$ cat config.mk
export PLATFORM = sky130hd
export DESIGN_NAME = cpu_snoop_fifo
export DESIGN_NICKNAME = d
export VERILOG_FILES = /design/src/rtl/cpu_snoop_fifo.sv
export SDC_FILE = /design/constraint.sdc
export NUM_CORES = 1
export LEC_CHECK = 0
export CORE_ASPECT_RATIO = 0.75
export CORE_UTILIZATION = 56
export DETAILED_ROUTE_END_ITERATION = 7
export PLACE_DENSITY = 0.76
export SYNTH_ARGS = -nofsm -noshare
export SYNTH_HDL_FRONTEND = slang
export SYNTH_SLANG_ARGS = --single-unit
$ cat constraint.sdc
create_clock -name i_pixClk -period 8.29 [get_ports i_pixClk]
set_clock_uncertainty 0.2 [all_clocks]
set_input_delay 0.829 -clock i_pixClk [delete_from_list [all_inputs] [get_ports i_pixClk]]
set_output_delay 0.829 -clock i_pixClk [all_outputs]
set_load 0.05 [all_outputs]
$ cat src/rtl/cpu_snoop_fifo.sv
`default_nettype none
// ============================================================================
// cpu_snoop_fifo : snoops 68000 framebuffer writes into a pixClk-domain FIFO
//                  and tracks the VIA buffer-select bit.   Rev 1.0
// ============================================================================
module cpu_snoop_fifo #(
  parameter int          DEPTH  = 8,
  parameter logic [13:0] OFS_LO = 14'h1380,
  parameter logic [13:0] OFS_HI = 14'h3E3F
) (
  input  logic                     i_pixClk,
  input  logic                     i_reset,
  input  logic [22:0]              i_cpuAddr,
  input  logic [15:0]              i_cpuData,
  input  logic                     i_ncpuAS,
  input  logic                     i_ncpuUDS,
  input  logic                     i_ncpuLDS,
  input  logic                     i_cpuRnW,
  input  logic [2:0]               i_ramSize,
  output logic                     o_wrValid,
  input  logic                     i_wrReady,
  output logic [14:0]              o_wrAddr,
  output logic [15:0]              o_wrData,
  output logic                     o_wrUDS,
  output logic                     o_wrLDS,
  output logic [$clog2(DEPTH):0]   o_fifoCount,
  output logic                     o_overflow,
  output logic                     o_bufSelect
);

  localparam int                c_AW   = $clog2(DEPTH);
  localparam int                c_CW   = c_AW + 1;
  localparam int                c_EW   = 33;
  localparam logic [c_CW-1:0]   c_FULL = c_CW'(DEPTH);

  typedef enum logic [1:0] {
    S_IDLE     = 2'd0,
    S_QUAL     = 2'd1,
    S_CAPTURE  = 2'd2,
    S_WAIT_END = 2'd3
  } state_t;

  state_t r_state, w_state_next;

  logic r_as_meta, r_as_sync, r_as_prev;
  logic r_uds_meta, r_uds_sync;
  logic r_lds_meta, r_lds_sync;
  logic r_rnw_meta, r_rnw_sync;

  logic [c_EW-1:0] r_mem [DEPTH];
  logic [c_AW-1:0] r_wr_ptr, r_rd_ptr;
  logic [c_CW-1:0] r_count;
  logic [c_EW-1:0] r_head;
  logic            r_overflow;
  logic            r_bufSelect;

  logic            w_as_fall;
  logic            w_capture;
  logic            w_fb_hit;
  logic            w_via_hit;
  logic            w_full;
  logic            w_pop;
  logic            w_push;
  logic            w_drop;
  logic [13:0]     w_offset;
  logic [c_EW-1:0] w_entry;
  logic [c_AW-1:0] w_rd_next;
  logic [c_CW-1:0] w_count_next;
  logic [c_EW-1:0] w_head_next;

  // AS syncs reset low so a bus cycle already running at reset release shows no falling edge.
  always_ff @(posedge i_pixClk) begin
    if (i_reset) begin
      r_as_meta  <= 1'b0;
      r_as_sync  <= 1'b0;
      r_as_prev  <= 1'b0;
      r_uds_meta <= 1'b1;
      r_uds_sync <= 1'b1;
      r_lds_meta <= 1'b1;
      r_lds_sync <= 1'b1;
      r_rnw_meta <= 1'b1;
      r_rnw_sync <= 1'b1;
    end else begin
      r_as_meta  <= i_ncpuAS;
      r_as_sync  <= r_as_meta;
      r_as_prev  <= r_as_sync;
      r_uds_meta <= i_ncpuUDS;
      r_uds_sync <= r_uds_meta;
      r_lds_meta <= i_ncpuLDS;
      r_lds_sync <= r_lds_meta;
      r_rnw_meta <= i_cpuRnW;
      r_rnw_sync <= r_rnw_meta;
    end
  end

  assign w_as_fall = r_as_prev & ~r_as_sync;

  always_ff @(posedge i_pixClk) begin
    if (i_reset) r_state <= S_IDLE;
    else         r_state <= w_state_next;
  end

  always_comb begin
    w_state_next = r_state;
    case (r_state)
      S_IDLE:     if (w_as_fall) w_state_next = S_QUAL;
      S_QUAL: begin
        if (r_as_sync)                      w_state_next = S_IDLE;
        else if (r_rnw_sync)                w_state_next = S_WAIT_END;
        else if (!r_uds_sync || !r_lds_sync) w_state_next = S_CAPTURE;
      end
      S_CAPTURE:  w_state_next = S_WAIT_END;
      S_WAIT_END: if (r_as_sync) w_state_next = S_IDLE;
      default:    w_state_next = S_IDLE;
    endcase
  end

  // Address/data are stable by the time synced DS is seen low, so they are sampled raw.
  assign w_capture = (r_state == S_CAPTURE);
  assign w_fb_hit  = (i_cpuAddr[22:21] == 2'b00) && (i_cpuAddr[20:18] == i_ramSize) &&
                     (i_cpuAddr[17:15] == 3'b111) &&
                     (i_cpuAddr[13:0] >= OFS_LO) && (i_cpuAddr[13:0] <= OFS_HI);
  assign w_via_hit = (i_cpuAddr[22:18] == 5'h1D) && (i_cpuAddr[11:7] == 5'h1F) && !r_uds_sync;
  assign w_offset  = i_cpuAddr[13:0] - OFS_LO;
  assign w_entry   = {~i_cpuAddr[14], w_offset, i_cpuData, ~r_uds_sync, ~r_lds_sync};

  assign w_full    = (r_count == c_FULL);
  assign w_pop     = (r_count != '0) && i_wrReady;
  assign w_push    = w_capture && w_fb_hit && (!w_full || w_pop);
  assign w_drop    = w_capture && w_fb_hit && w_full && !w_pop;
  assign w_rd_next = w_pop ? r_rd_ptr + c_AW'(1) : r_rd_ptr;

  always_comb begin
    w_count_next = r_count;
    case ({w_push, w_pop})
      2'b10:   w_count_next = r_count + c_CW'(1);
      2'b01:   w_count_next = r_count - c_CW'(1);
      default: w_count_next = r_count;
    endcase
  end

  // Head register: the next head may be the entry being written this very cycle.
  assign w_head_next = (w_push && (w_rd_next == r_wr_ptr)) ? w_entry : r_mem[w_rd_next];

  always_ff @(posedge i_pixClk) begin
    if (w_push) r_mem[r_wr_ptr] <= w_entry;
  end

  always_ff @(posedge i_pixClk) begin
    if (i_reset) begin
      r_wr_ptr    <= '0;
      r_rd_ptr    <= '0;
      r_count     <= '0;
      r_head      <= '0;
      r_overflow  <= 1'b0;
      r_bufSelect <= 1'b0;
    end else begin
      r_rd_ptr <= w_rd_next;
      r_count  <= w_count_next;
      if (w_push)              r_wr_ptr    <= r_wr_ptr + c_AW'(1);
      if (w_count_next != '0)  r_head      <= w_head_next;
      if (w_drop)              r_overflow  <= 1'b1;
      if (w_capture && w_via_hit) r_bufSelect <= ~i_cpuData[14];
    end
  end

  assign o_wrValid   = (r_count != '0);
  assign o_wrAddr    = r_head[32:18];
  assign o_wrData    = r_head[17:2];
  assign o_wrUDS     = r_head[1];
  assign o_wrLDS     = r_head[0];
  assign o_fifoCount = r_count;
  assign o_overflow  = r_overflow;
  assign o_bufSelect = r_bufSelect;

endmodule
`default_nettype wire
==> flow_metrics.py, run 1 <==
metrics = {
    "finish": {
        "fillCellCount": 2105,
        "syn_to_final_growth_pct": 12.92,
        "regArea_sq_mm": 0.009052,
        "drive_gt1_share_pct": 16.97,
        "multi_input_area_sq_mm": 0.006521,
        "fin_nets": 1351,
    },
    "timing": {
        "max_slew_margin_pct": 24.20,
        "rsz0062_at_grt": "false",
        "hold_ws_ns": 0.2185,
        "min_period_over_period_pct": 72.24,
        "hold_violations": 0,
        "setup_violations": 0,
        "timing.fmax_mhz": 167.0,
        "report.final.slew_viol_count": 0,
        "worst_pin_slew_ns": 1.137,
        "period_needed_ns": 5.989,
        "finalSetupTns_ns": 0,
    },
    "logic_synthesis": {
        "synthArstFlopShare_pct": 0,
        "postSynthRegisterBits": 320,
        "syn-cell-area_sq_mm": 0.01605,
        "synth_edf_count": 264,
        "yosysWarningCount": 0,
        "ys_types": 63,
        "synth_ff_type": "edfxtp_1",
        "synth-seq-area-share_pct": 56.36,
        "syn-instance-count": 1262,
        "synth_area_per_cell_sq_um": 12.72,
        "synth_fp_nets": 1317,
    },
    "setup_path": {
        "crit_type": "in -> reg",
        "cpMaxStageDelayCell": "nand2_2",
        "r2r_slack_ns": 2.67,
        "crit_path_max_fanout": 35,
        "setup.worst_path.start_class": "input port",
        "r2r-start": "o_fifoCount[0]$_SDFF_PP0_",
        "crit_chain": "clkdlybuf4s50_1 > nor3_1 > o21ai_1 > a2111oi_4 > inv_1 > ha_1 > nand2b_1 > a211oi_2 > o2111a_2 > nand2_2 > nand3_2 > buf_4 > o21ai_0",
        "critPathRequiredTime_ns": 8.54,
        "r2r-end": "r_head[29]$_SDFFE_PP0P_",
        "critPathMaxStageDelay_ns": 0.75,
        "end_kind": "flip-flop",
        "reg2reg_depth": 11,
        "arrival_ns": 6.24,
    },
    "cts": {
        "cts_hold_buf": 0,
        "cts-htree-levels": 1,
        "worstSkewPairLatency_ns": 0.58,
        "numCtsBuffers": 31,
        "cts_tree": "yes",
        "cts_setup_buffers": 0,
        "cts_resized": 0,
        "clk_path_buf_depth": 3,
        "clock-root-buffer": "clkbuf_16",
        "clk_pin_slew_ns": 0.06,
        "clock-sinks": 320,
    },
    "route": {
        "routed_wirelength_um": 36620,
        "drtPass1Iterations": 5,
        "dr.first_iter.drc_count": 1102,
        "via_per_inst": 6.243,
        "route.detailed.drc": 0,
        "wl_per_cell_um": 21.46,
        "routed-via-count": 10650,
        "ant_nets": 0,
    },
    "min_path": {
        "hold_depth": 1,
        "min_to": "r_uds_sync$_SDFF_PP1_",
        "hp-class": "reg -> reg",
        "hold_path_startpoint": "r_uds_meta$_SDFF_PP1_",
    },
    "die": {
        "die_w_um": 197.5,
        "fp.dieH_um": 148.6,
        "rows": 53,
        "io-pin-count": 89,
        "dieArea_sq_mm": 0.02936,
        "core_sq_mm": 0.02812,
        "start_util_pct": 57.10,
    },
    "global_routing": {
        "grt_max_degree": 102,
        "first_global_vias": 10060,
        "grt_usage_pct": 25.12,
        "antenna_found_initial": 0,
        "grt_pass1_wl_um": 56940,
        "grt_remaining_overflow": 0,
    },
    "power_and_ir_drop": {
        "power_density_mw_per_mm2": 177.3,
        "ir_drop_mv": 0.2038,
        "cellLeakagePower_uw": 0.005505,
    },
    "run_status": {
        "status": "complete, no violations",
    },
    "place": {
        "dp_hpwl_um": 20820,
        "io_buffers": 88,
        "gp_congestion": 0.8098,
    },
    "run": {
        "cap_viol_max_count": 0,
    },
}
-- cell usage in the layout (no fill, tap or decap), types with 8 or more instances in the layout --
cell type,count
nor2b_1,71
and4_1,32
inv_1,8
buf_4,22
o21ai_2,30
o22ai_1,32
a221oi_1,32
mux2_2,64
a211oi_1,67
a41oi_2,30
dfxtp_1,55
mux2i_1,133
edfxtp_1,264
clkdlybuf4s50_1,88
a21oi_1,136
clkbuf_1,13
nand2_1,11
nor2_1,82
xor2_1,9
clkbuf_16,31
-- power breakdown --
| part | internal, uW | leakage [uW] | switching, uW |
|---|---|---|---|
| logic | 30.0 | 0.00219 | 49.1 |
| clock network | 809 | 0.000482 | 580 |
| registers | 1740 | 0.00283 | 2.01 |
| total | 2580 | 0.00551 | 631 |
-- registers in the layout (all words and copies together) (netlist names), named ones only --
signal       flops
o_bufSelect      1
o_fifoCount      4
o_overflow       1
r_as_meta        1
r_as_prev        1
r_as_sync        1
r_head          33
r_lds_meta       1
r_lds_sync       1
r_mem          264
r_rd_ptr         3
r_rnw_meta       1
r_rnw_sync       1
r_state          1
r_uds_meta       1
r_uds_sync       1
r_wr_ptr         3
-- layout make-up --
| class | count | share of cell area, % |
|---|---|---|
| Multi-Input combinational cell | 824 | 35.97 |
| Sequential cell | 320 | 49.93 |
| Clock buffer | 47 | 4.776 |
| Inverter | 9 | 0.1863 |
| Clock inverter | 10 | 0.6902 |
| Antenna cell | 1 | 0.01380 |
| Timing Repair Buffer | 110 | 5.770 |
| Tap cell | 385 | 2.657 |
-- layer usage --
layer  part of all wire [%]  track usage, %
met2                     47           40.11
met3                    6.0           3.787
met4                    1.4           5.736
met1                     45           36.35
met5                      0               0
-- cell usage after synthesis (2+ instances only) --
| cell | count | area [sq um] |
|---|---|---|
| edfxtp_1 | 264 | 7928 |
| nor3_1 | 3 | 15.01 |
| buf_1 | 5 | 18.77 |
| a211oi_1 | 67 | 503.0 |
| o21ai_1 | 3 | 15.01 |
| nor2_1 | 88 | 330.3 |
| clkbuf_1 | 52 | 195.2 |
| a41oi_1 | 2 | 17.52 |
| mux4_2 | 2 | 45.04 |
| mux2i_1 | 133 | 1331 |
| and4_1 | 32 | 280.3 |
| nor2b_1 | 72 | 450.4 |
| a41oi_2 | 30 | 488.0 |
| mux2_2 | 64 | 720.7 |
| nand2_1 | 11 | 41.29 |
| a211o_1 | 2 | 17.52 |
| nand4_1 | 6 | 37.54 |
| a221oi_1 | 32 | 280.3 |
| nand3b_1 | 2 | 15.01 |
| buf_2 | 38 | 190.2 |
| o22ai_1 | 32 | 200.2 |
| a22oi_1 | 2 | 15.01 |
| o21ai_2 | 30 | 262.8 |
| nand3_1 | 6 | 30.03 |
| ha_1 | 6 | 75.07 |
| a21oi_1 | 136 | 680.7 |
| dfxtp_1 | 56 | 1121 |
| inv_1 | 9 | 33.78 |
| buf_4 | 10 | 75.07 |
| xor2_1 | 10 | 87.58 |
| nand2b_1 | 5 | 31.28 |
| or3_1 | 2 | 12.51 |
| xnor2_1 | 7 | 61.31 |
| buf_12 | 3 | 60.06 |
| or2_2 | 7 | 43.79 |
| a2111oi_4 | 2 | 55.05 |
| a311oi_1 | 2 | 17.52 |
| o21ai_0 | 4 | 20.02 |
-- how the worst max path moves through the flow --
stage | from | endpoint | slack, ns | cells after the start
6_report | i_cpuAddr[6] | r_head[29]$_SDFFE_PP0P_ | 2.30 | 13
5_1_grt | i_cpuAddr[6] | r_head[29]$_SDFFE_PP0P_ | 1.91 | 13
4_1_cts | i_cpuAddr[6] | r_head[29]$_SDFFE_PP0P_ | 2.27 | 13
3_5_place_dp | i_cpuAddr[6] | r_head[29]$_SDFFE_PP0P_ | 1.68 | 13
3_3_place_gp | i_cpuAddr[6] | r_head[29]$_SDFFE_PP0P_ | 1.84 | 13
2_1_floorplan | i_cpuAddr[8] | r_mem[4][0]$_DFFE_PP_ | 3.38 | 5
-- through the flow --
stage | utilization (%) | setup WS, ns | total power (uW) | cell area [sq um] | cells
5_1_grt | 64.47 | 1.914 | 3299 | 18130 | 1705
2_1_floorplan | - | 3.383 | 1808 | 16050 | 1262
6_report | 64.48 | 2.301 | 3214 | 18130 | 1706
3_5_place_dp | 60.94 | 1.682 | 1859 | 17140 | 1648
3_3_place_gp | 60.94 | 1.844 | 1857 | 17140 | 1648
4_1_cts | 64.47 | 2.274 | 3235 | 18130 | 1705
-- worst max-delay path, delay by kind of cell --
family	cells	cell delay (ns)
AOI/OAI and AO/OA	5	1.89
and+or+nand+nor	4	1.76
buffers and inverters	3	1.28
adders and majority gates	1	0.44
-- kinds of logic after synthesis --
logic type / count (synthesis) / share of synthesized area (%)
mux: 199 / 13.06
simple gates: 247 / 8.729
compound gates: 354 / 16.67
fa+ha+maj: 6 / 0.4676
xor+xnor: 18 / 1.068
buf+inv: 118 / 3.640
flops: 320 / 56.36
Power figures use the tool's default switching activity.
==> inputs of run 2 (changes only) <==
- clock period: 8.29 -> 5.6 ns (I/O delays scaled with it)
==> run 2 against run 1 <==
Compared with the run above:
- die area is the same
- clock power grew 64%
- count of clock-buffer cells in the layout down 14
- sequential cell count stayed put
- via count down 0.16%
- sequential power increased by 47%
- setup slack worse by 1.3 ns
- register-to-register slack got worse by 1.5 ns
- worst hold slack got worse by 0.0062 ns
- utilization is 0.65 points higher
- largest cell class unchanged
- highest routed layer unchanged
==> flow_metrics.py, run 2 (synthesized netlist as in run 1, its figures left out) <==
metrics = {
    "die": {
        "core_sq_mm": 0.02812,
        "dieArea_sq_mm": 0.02936,
        "die_w_um": 197.5,
        "start_util_pct": 57.10,
        "rows": 53,
        "fp.dieH_um": 148.6,
        "io-pin-count": 89,
    },
    "timing": {
        "worst_pin_slew_ns": 1.189,
        "period_needed_ns": 4.609,
        "max_slew_margin_pct": 20.72,
        "min_period_over_period_pct": 82.31,
        "finalSetupTns_ns": 0,
        "fin_ws_ns": 0.9909,
        "setup_violations": 0,
        "timing.fmax_mhz": 217.0,
        "rsz0062_at_grt": "false",
        "hold_violations": 0,
        "report.final.slew_viol_count": 0,
    },
    "route": {
        "ant_nets": 0,
        "drtPass1Iterations": 5,
        "routed_wirelength_um": 36770,
        "routed-via-count": 10630,
        "dr.first_iter.drc_count": 940,
        "wl_per_cell_um": 21.50,
        "route.detailed.drc": 0,
        "via_per_inst": 6.219,
    },
    "setup_path": {
        "critPathRequiredTime_ns": 5.84,
        "end_kind": "flip-flop",
        "r2r-end": "r_head[30]$_SDFFE_PP0P_",
        "critPathMaxStageDelay_ns": 0.65,
        "crit_type": "in -> reg",
        "cpMaxStageDelayCell": "clkdlybuf4s50_1",
        "r2r_slack_ns": 1.21,
        "crit_path_max_fanout": 20,
        "crit_chain": "clkdlybuf4s50_1 > nor3_1 > o21ai_1 > a2111oi_4 > inv_1 > ha_1 > xor2_1 > ha_1 > a21oi_1 > mux2i_1 > xor2_2 > nand2_2 > buf_4 > a41oi_1 > o21ai_1",
        "reg2reg_depth": 14,
        "setup.worst_path.start_class": "input port",
        "critPathTopFamily": "compound AO/OA/AOI/OAI gates",
        "critPathBufInv": 3,
        "arrival_ns": 4.85,
    },
    "finish": {
        "post-route-util_pct": 65.13,
        "drive_gt1_share_pct": 18.35,
        "layout_common_cells": "264 x edfxtp_1, 136 x a21oi_1, 133 x mux2i_1",
        "largest_register": "r_mem",
        "largest_reg_flops": 264,
        "final_common_cell": "edfxtp_1",
        "fin_nets": 1354,
        "syn_to_final_growth_pct": 14.06,
    },
    "cts": {
        "worstSkewPairLatency_ns": 0.56,
        "clk_path_buf_depth": 3,
        "numCtsBuffers": 31,
        "clock-sinks": 320,
        "clock-root-buffer": "clkbuf_16",
        "cts_hold_buf": 0,
        "clk_pin_slew_ns": 0.07,
        "cts_resized": 0,
        "cts_tree": "yes",
        "cts_setup_buffers": 0,
        "cts-htree-levels": 1,
    },
    "min_path": {
        "hold_path_startpoint": "r_lds_meta$_SDFF_PP1_",
        "hold_depth": 1,
        "hp-class": "reg -> reg",
        "min_to": "r_lds_sync$_SDFF_PP1_",
    },
    "place": {
        "gp_congestion": 0.7802,
        "pre_cts_ws_ns": 0.4030,
        "io_buffers": 88,
        "dp_hpwl_um": 21010,
    },
    "global_routing": {
        "first_global_vias": 10190,
        "grt_remaining_overflow": 0,
        "grt_usage_pct": 25.21,
        "grt_max_degree": 262,
        "grt_pass1_wl_um": 56870,
        "antenna_found_initial": 0,
    },
    "power_and_ir_drop": {
        "power_density_mw_per_mm2": 271.8,
        "netSwitchingFraction_pct": 19.81,
        "power_frac_comb_pct": 2.3,
        "p_sw_uw": 986.0,
        "ir_drop_mv": 0.2728,
        "cellLeakagePower_uw": 0.005600,
        "seqPwrFrac_pct": 51.9,
        "p_int_uw": 3991,
        "clockPowerShare_pct": 45.7,
    },
    "run_status": {
        "status": "complete, no violations",
    },
    "run": {
        "cap_viol_max_count": 0,
    },
}
[run 2: per-layer routing]
metal | track usage, % | part of all wire, %
met3 | 3.016 | 5.1
met2 | 40.99 | 47
met5 | 0 | 0
met4 | 5.659 | 1.8
met1 | 36.45 | 46
[run 2: power groups by stage]
stage                     clock network [uW]  registers [uW]  logic [uW]
after global routing                    2400            2580         125
after floorplan                            0            2640        40.1
final                                   2280            2580         117
after detailed placement                   0            2640         116
after global placement                     0            2640         113
after CTS                               2310            2580         116
[run 2: how the worst max path moves through the flow]
| stage | from | to | slack [ns] | depth (start not counted) |
|---|---|---|---|---|
| after global routing | i_cpuAddr[6] | r_head[30]$_SDFFE_PP0P_ | 0.66 | 15 |
| after floorplan | o_fifoCount[1]$_SDFF_PP0_ | r_mem[4][0]$_DFFE_PP_ | 0.86 | 6 |
| after CTS | i_cpuAddr[6] | r_head[30]$_SDFFE_PP0P_ | 0.98 | 15 |
| after global placement | i_cpuAddr[6] | r_head[30]$_SDFFE_PP0P_ | 0.58 | 15 |
| final | i_cpuAddr[6] | r_head[30]$_SDFFE_PP0P_ | 0.99 | 15 |
| after detailed placement | i_cpuAddr[6] | r_head[30]$_SDFFE_PP0P_ | 0.40 | 15 |
[run 2: worst register-to-register path, stage by stage, from the launching register on]
cell and delay (ns):
dfxtp_1 0.38, nor2b_1 0.44, nand4_1 0.22, a2111oi_4 0.50, inv_1 0.16, ha_1 0.32, xor2_1 0.18, ha_1 0.19
a21oi_1 0.14, mux2i_1 0.29, xor2_2 0.20, nand2_2 0.32, buf_4 0.38, a41oi_1 0.26, o21ai_1 0.09
[run 2: through the flow]
step / cells / hold WS [ns] / area, sq um / total power [uW]
floorplan: 1262 / 0.1895 / 16050 / 2677
global placement: 1651 / 0.1959 / 17180 / 2748
detailed placement: 1651 / 0.1983 / 17180 / 2751
CTS: 1709 / 0.2134 / 18310 / 5007
global route: 1709 / 0.2263 / 18310 / 5104
finish: 1710 / 0.2123 / 18310 / 4977
[run 2: area by class of cell]
cell class / count / area, sq um
inverters: 9 / 33.78
diodes: 1 / 2.502
repair buffers: 113 / 1094
well taps: 385 / 481.7
clock buffers: 33 / 803.3
multi-input cells: 824 / 6521
flip-flops and latches: 320 / 9052
clock inverters: 25 / 322.8
fillers: 2078 / 9806
==> inputs of run 3 (changes only) <==
- clock period: 5.6 -> 4.65 ns (I/O delays scaled with it)
==> run 3 against run 2 <==
Compared with the run above:
- total power increased by 18%
- sequential cell count unchanged
- sequential power rose by 21%
- setup slack worse by 0.24 ns
- cell area up 0.94%
- critical endpoint unchanged
==> flow_metrics.py, run 3 (synthesized netlist as in run 1, its figures left out) <==
metrics = {
    "timing": {
        "hold_violations": 0,
        "min_period_over_period_pct": 83.85,
        "finalSetupTns_ns": 0,
        "timing.fmax_mhz": 256.5,
        "max_slew_margin_pct": 22.13,
        "period_needed_ns": 3.899,
        "rsz0062_at_grt": "false",
        "report.final.slew_viol_count": 0,
        "hold_ws_ns": 0.2105,
        "worst_pin_slew_ns": 1.168,
        "setup_violations": 0,
    },
    "setup_path": {
        "arrival_ns": 4.21,
        "setup.worst_path.start_class": "flip-flop",
        "crit_path_max_fanout": 33,
        "crit_type": "reg -> reg",
        "end_kind": "flip-flop",
        "critPathRequiredTime_ns": 4.96,
    },
    "route": {
        "wl_per_cell_um": 22.23,
        "routed_wirelength_um": 38260,
        "route.detailed.drc": 0,
        "wl_met3_um": 2481,
        "top_layer": "met4",
        "m1WireLength_um": 17010,
        "via_per_inst": 6.341,
        "ant_nets": 0,
        "routed-via-count": 10910,
        "drtPass1Iterations": 7,
        "wl_met2_um": 17980,
        "dr.first_iter.drc_count": 952,
    },
    "cts": {
        "cts_resized": 0,
        "worstSkewPairLatency_ns": 0.58,
        "cts_hold_buf": 0,
        "clk_path_buf_depth": 3,
        "cts_setup_buffers": 0,
        "clock-root-buffer": "clkbuf_16",
        "numCtsBuffers": 31,
        "clk_pin_slew_ns": 0.06,
        "cts-htree-levels": 1,
        "cts_tree": "yes",
        "clock-sinks": 320,
    },
    "min_path": {
        "hp-class": "reg -> reg",
    },
    "finish": {
        "drive_gt1_share_pct": 18.94,
        "layout_common_cells": "264 x edfxtp_1, 136 x a21oi_1, 133 x mux2i_1",
        "fillCellCount": 2046,
        "largest_register": "r_mem",
        "antenna_cells": 0,
        "stdcell_area_sq_mm": 0.01848,
        "syn_to_final_growth_pct": 15.14,
        "fin_nets": 1366,
        "largest_reg_flops": 264,
        "final_common_cell": "edfxtp_1",
    },
    "power_and_ir_drop": {
        "power_density_mw_per_mm2": 317.7,
        "cellLeakagePower_uw": 0.005654,
        "ir_drop_mv": 0.2964,
    },
    "die": {
        "rows": 53,
        "dieArea_sq_mm": 0.02936,
        "io-pin-count": 89,
        "fp.dieH_um": 148.6,
        "die_w_um": 197.5,
        "core_sq_mm": 0.02812,
        "start_util_pct": 57.10,
    },
    "global_routing": {
        "grt_max_degree": 263,
        "grt_usage_pct": 26.20,
        "grt_pass1_wl_um": 59020,
        "grt_remaining_overflow": 0,
        "antenna_found_initial": 0,
        "first_global_vias": 10530,
    },
    "run_status": {
        "status": "complete, no violations",
    },
    "place": {
        "io_buffers": 88,
        "dp_hpwl_um": 22530,
        "place_area_sq_mm": 0.01742,
        "gp_congestion": 0.8155,
    },
    "run": {
        "cap_viol_max_count": 0,
    },
}
run 3: metrics by stage:
stage | util (%) | setup slack [ns] | instances | total power, uW
6_report | 65.74 | 0.7509 | 1721 | 5872
5_1_grt | 65.74 | 0.5005 | 1721 | 6022
4_1_cts | 65.74 | 0.7708 | 1721 | 5903
3_5_place_dp | 61.94 | 0.2305 | 1663 | 3317
3_3_place_gp | 61.94 | 0.3211 | 1663 | 3313
2_1_floorplan | - | 0.6717 | 1262 | 3224
run 3: power breakdown:
group / total, uW / switching [uW] / internal (uW)
Combinational: 146 / 90.2 / 55.5
Sequential: 3110 / 3.71 / 3110
Clock: 2610 / 1110 / 1500
Total: 5870 / 1210 / 4660
run 3: final timing paths:
kind                            slack [ns]                      start                 endpoint  cells past startpoint
worst max-delay path                  0.75  o_fifoCount[0]$_SDFF_PP0_  r_head[30]$_SDFFE_PP0P_                     15
worst min-delay path                  0.21      r_uds_meta$_SDFF_PP1_    r_uds_sync$_SDFF_PP1_                      1
worst max register to register        0.75  o_fifoCount[0]$_SDFF_PP0_  r_head[30]$_SDFFE_PP0P_                     15
worst min register to register        0.21      r_uds_meta$_SDFF_PP1_    r_uds_sync$_SDFF_PP1_                      1
run 3: layout make-up:
cell class	instances	area, sq um	area share [%]
sequential	320	9052	48.97
multi-input combinational	824	6539	35.38
timing repair buffer	125	1309	7.081
clock buffer	35	820.8	4.441
tap	385	481.7	2.606
clock inverter	23	247.7	1.340
inverter	9	33.78	0.1828
run 3: worst max-delay path: stages (launching register included):
cell and delay [ns]:
dfxtp_1 0.57, nor2_1 0.15, nor4b_2 0.18, buf_4 0.18
a2111oi_4 0.33, inv_1 0.13, ha_1 0.28, xor2_1 0.16
ha_1 0.19, a21oi_1 0.16, mux2i_1 0.30, xor2_2 0.20
buf_4 0.35, and4_1 0.26, a41oi_1 0.05, o21ai_1 0.11
run 3: per-layer routing:
metal	vias up	global-route usage (%)
met5	-	0
met4	0	7.519
li1	5050	-
met3	68	3.492
met2	380	42.15
met1	5415	37.37
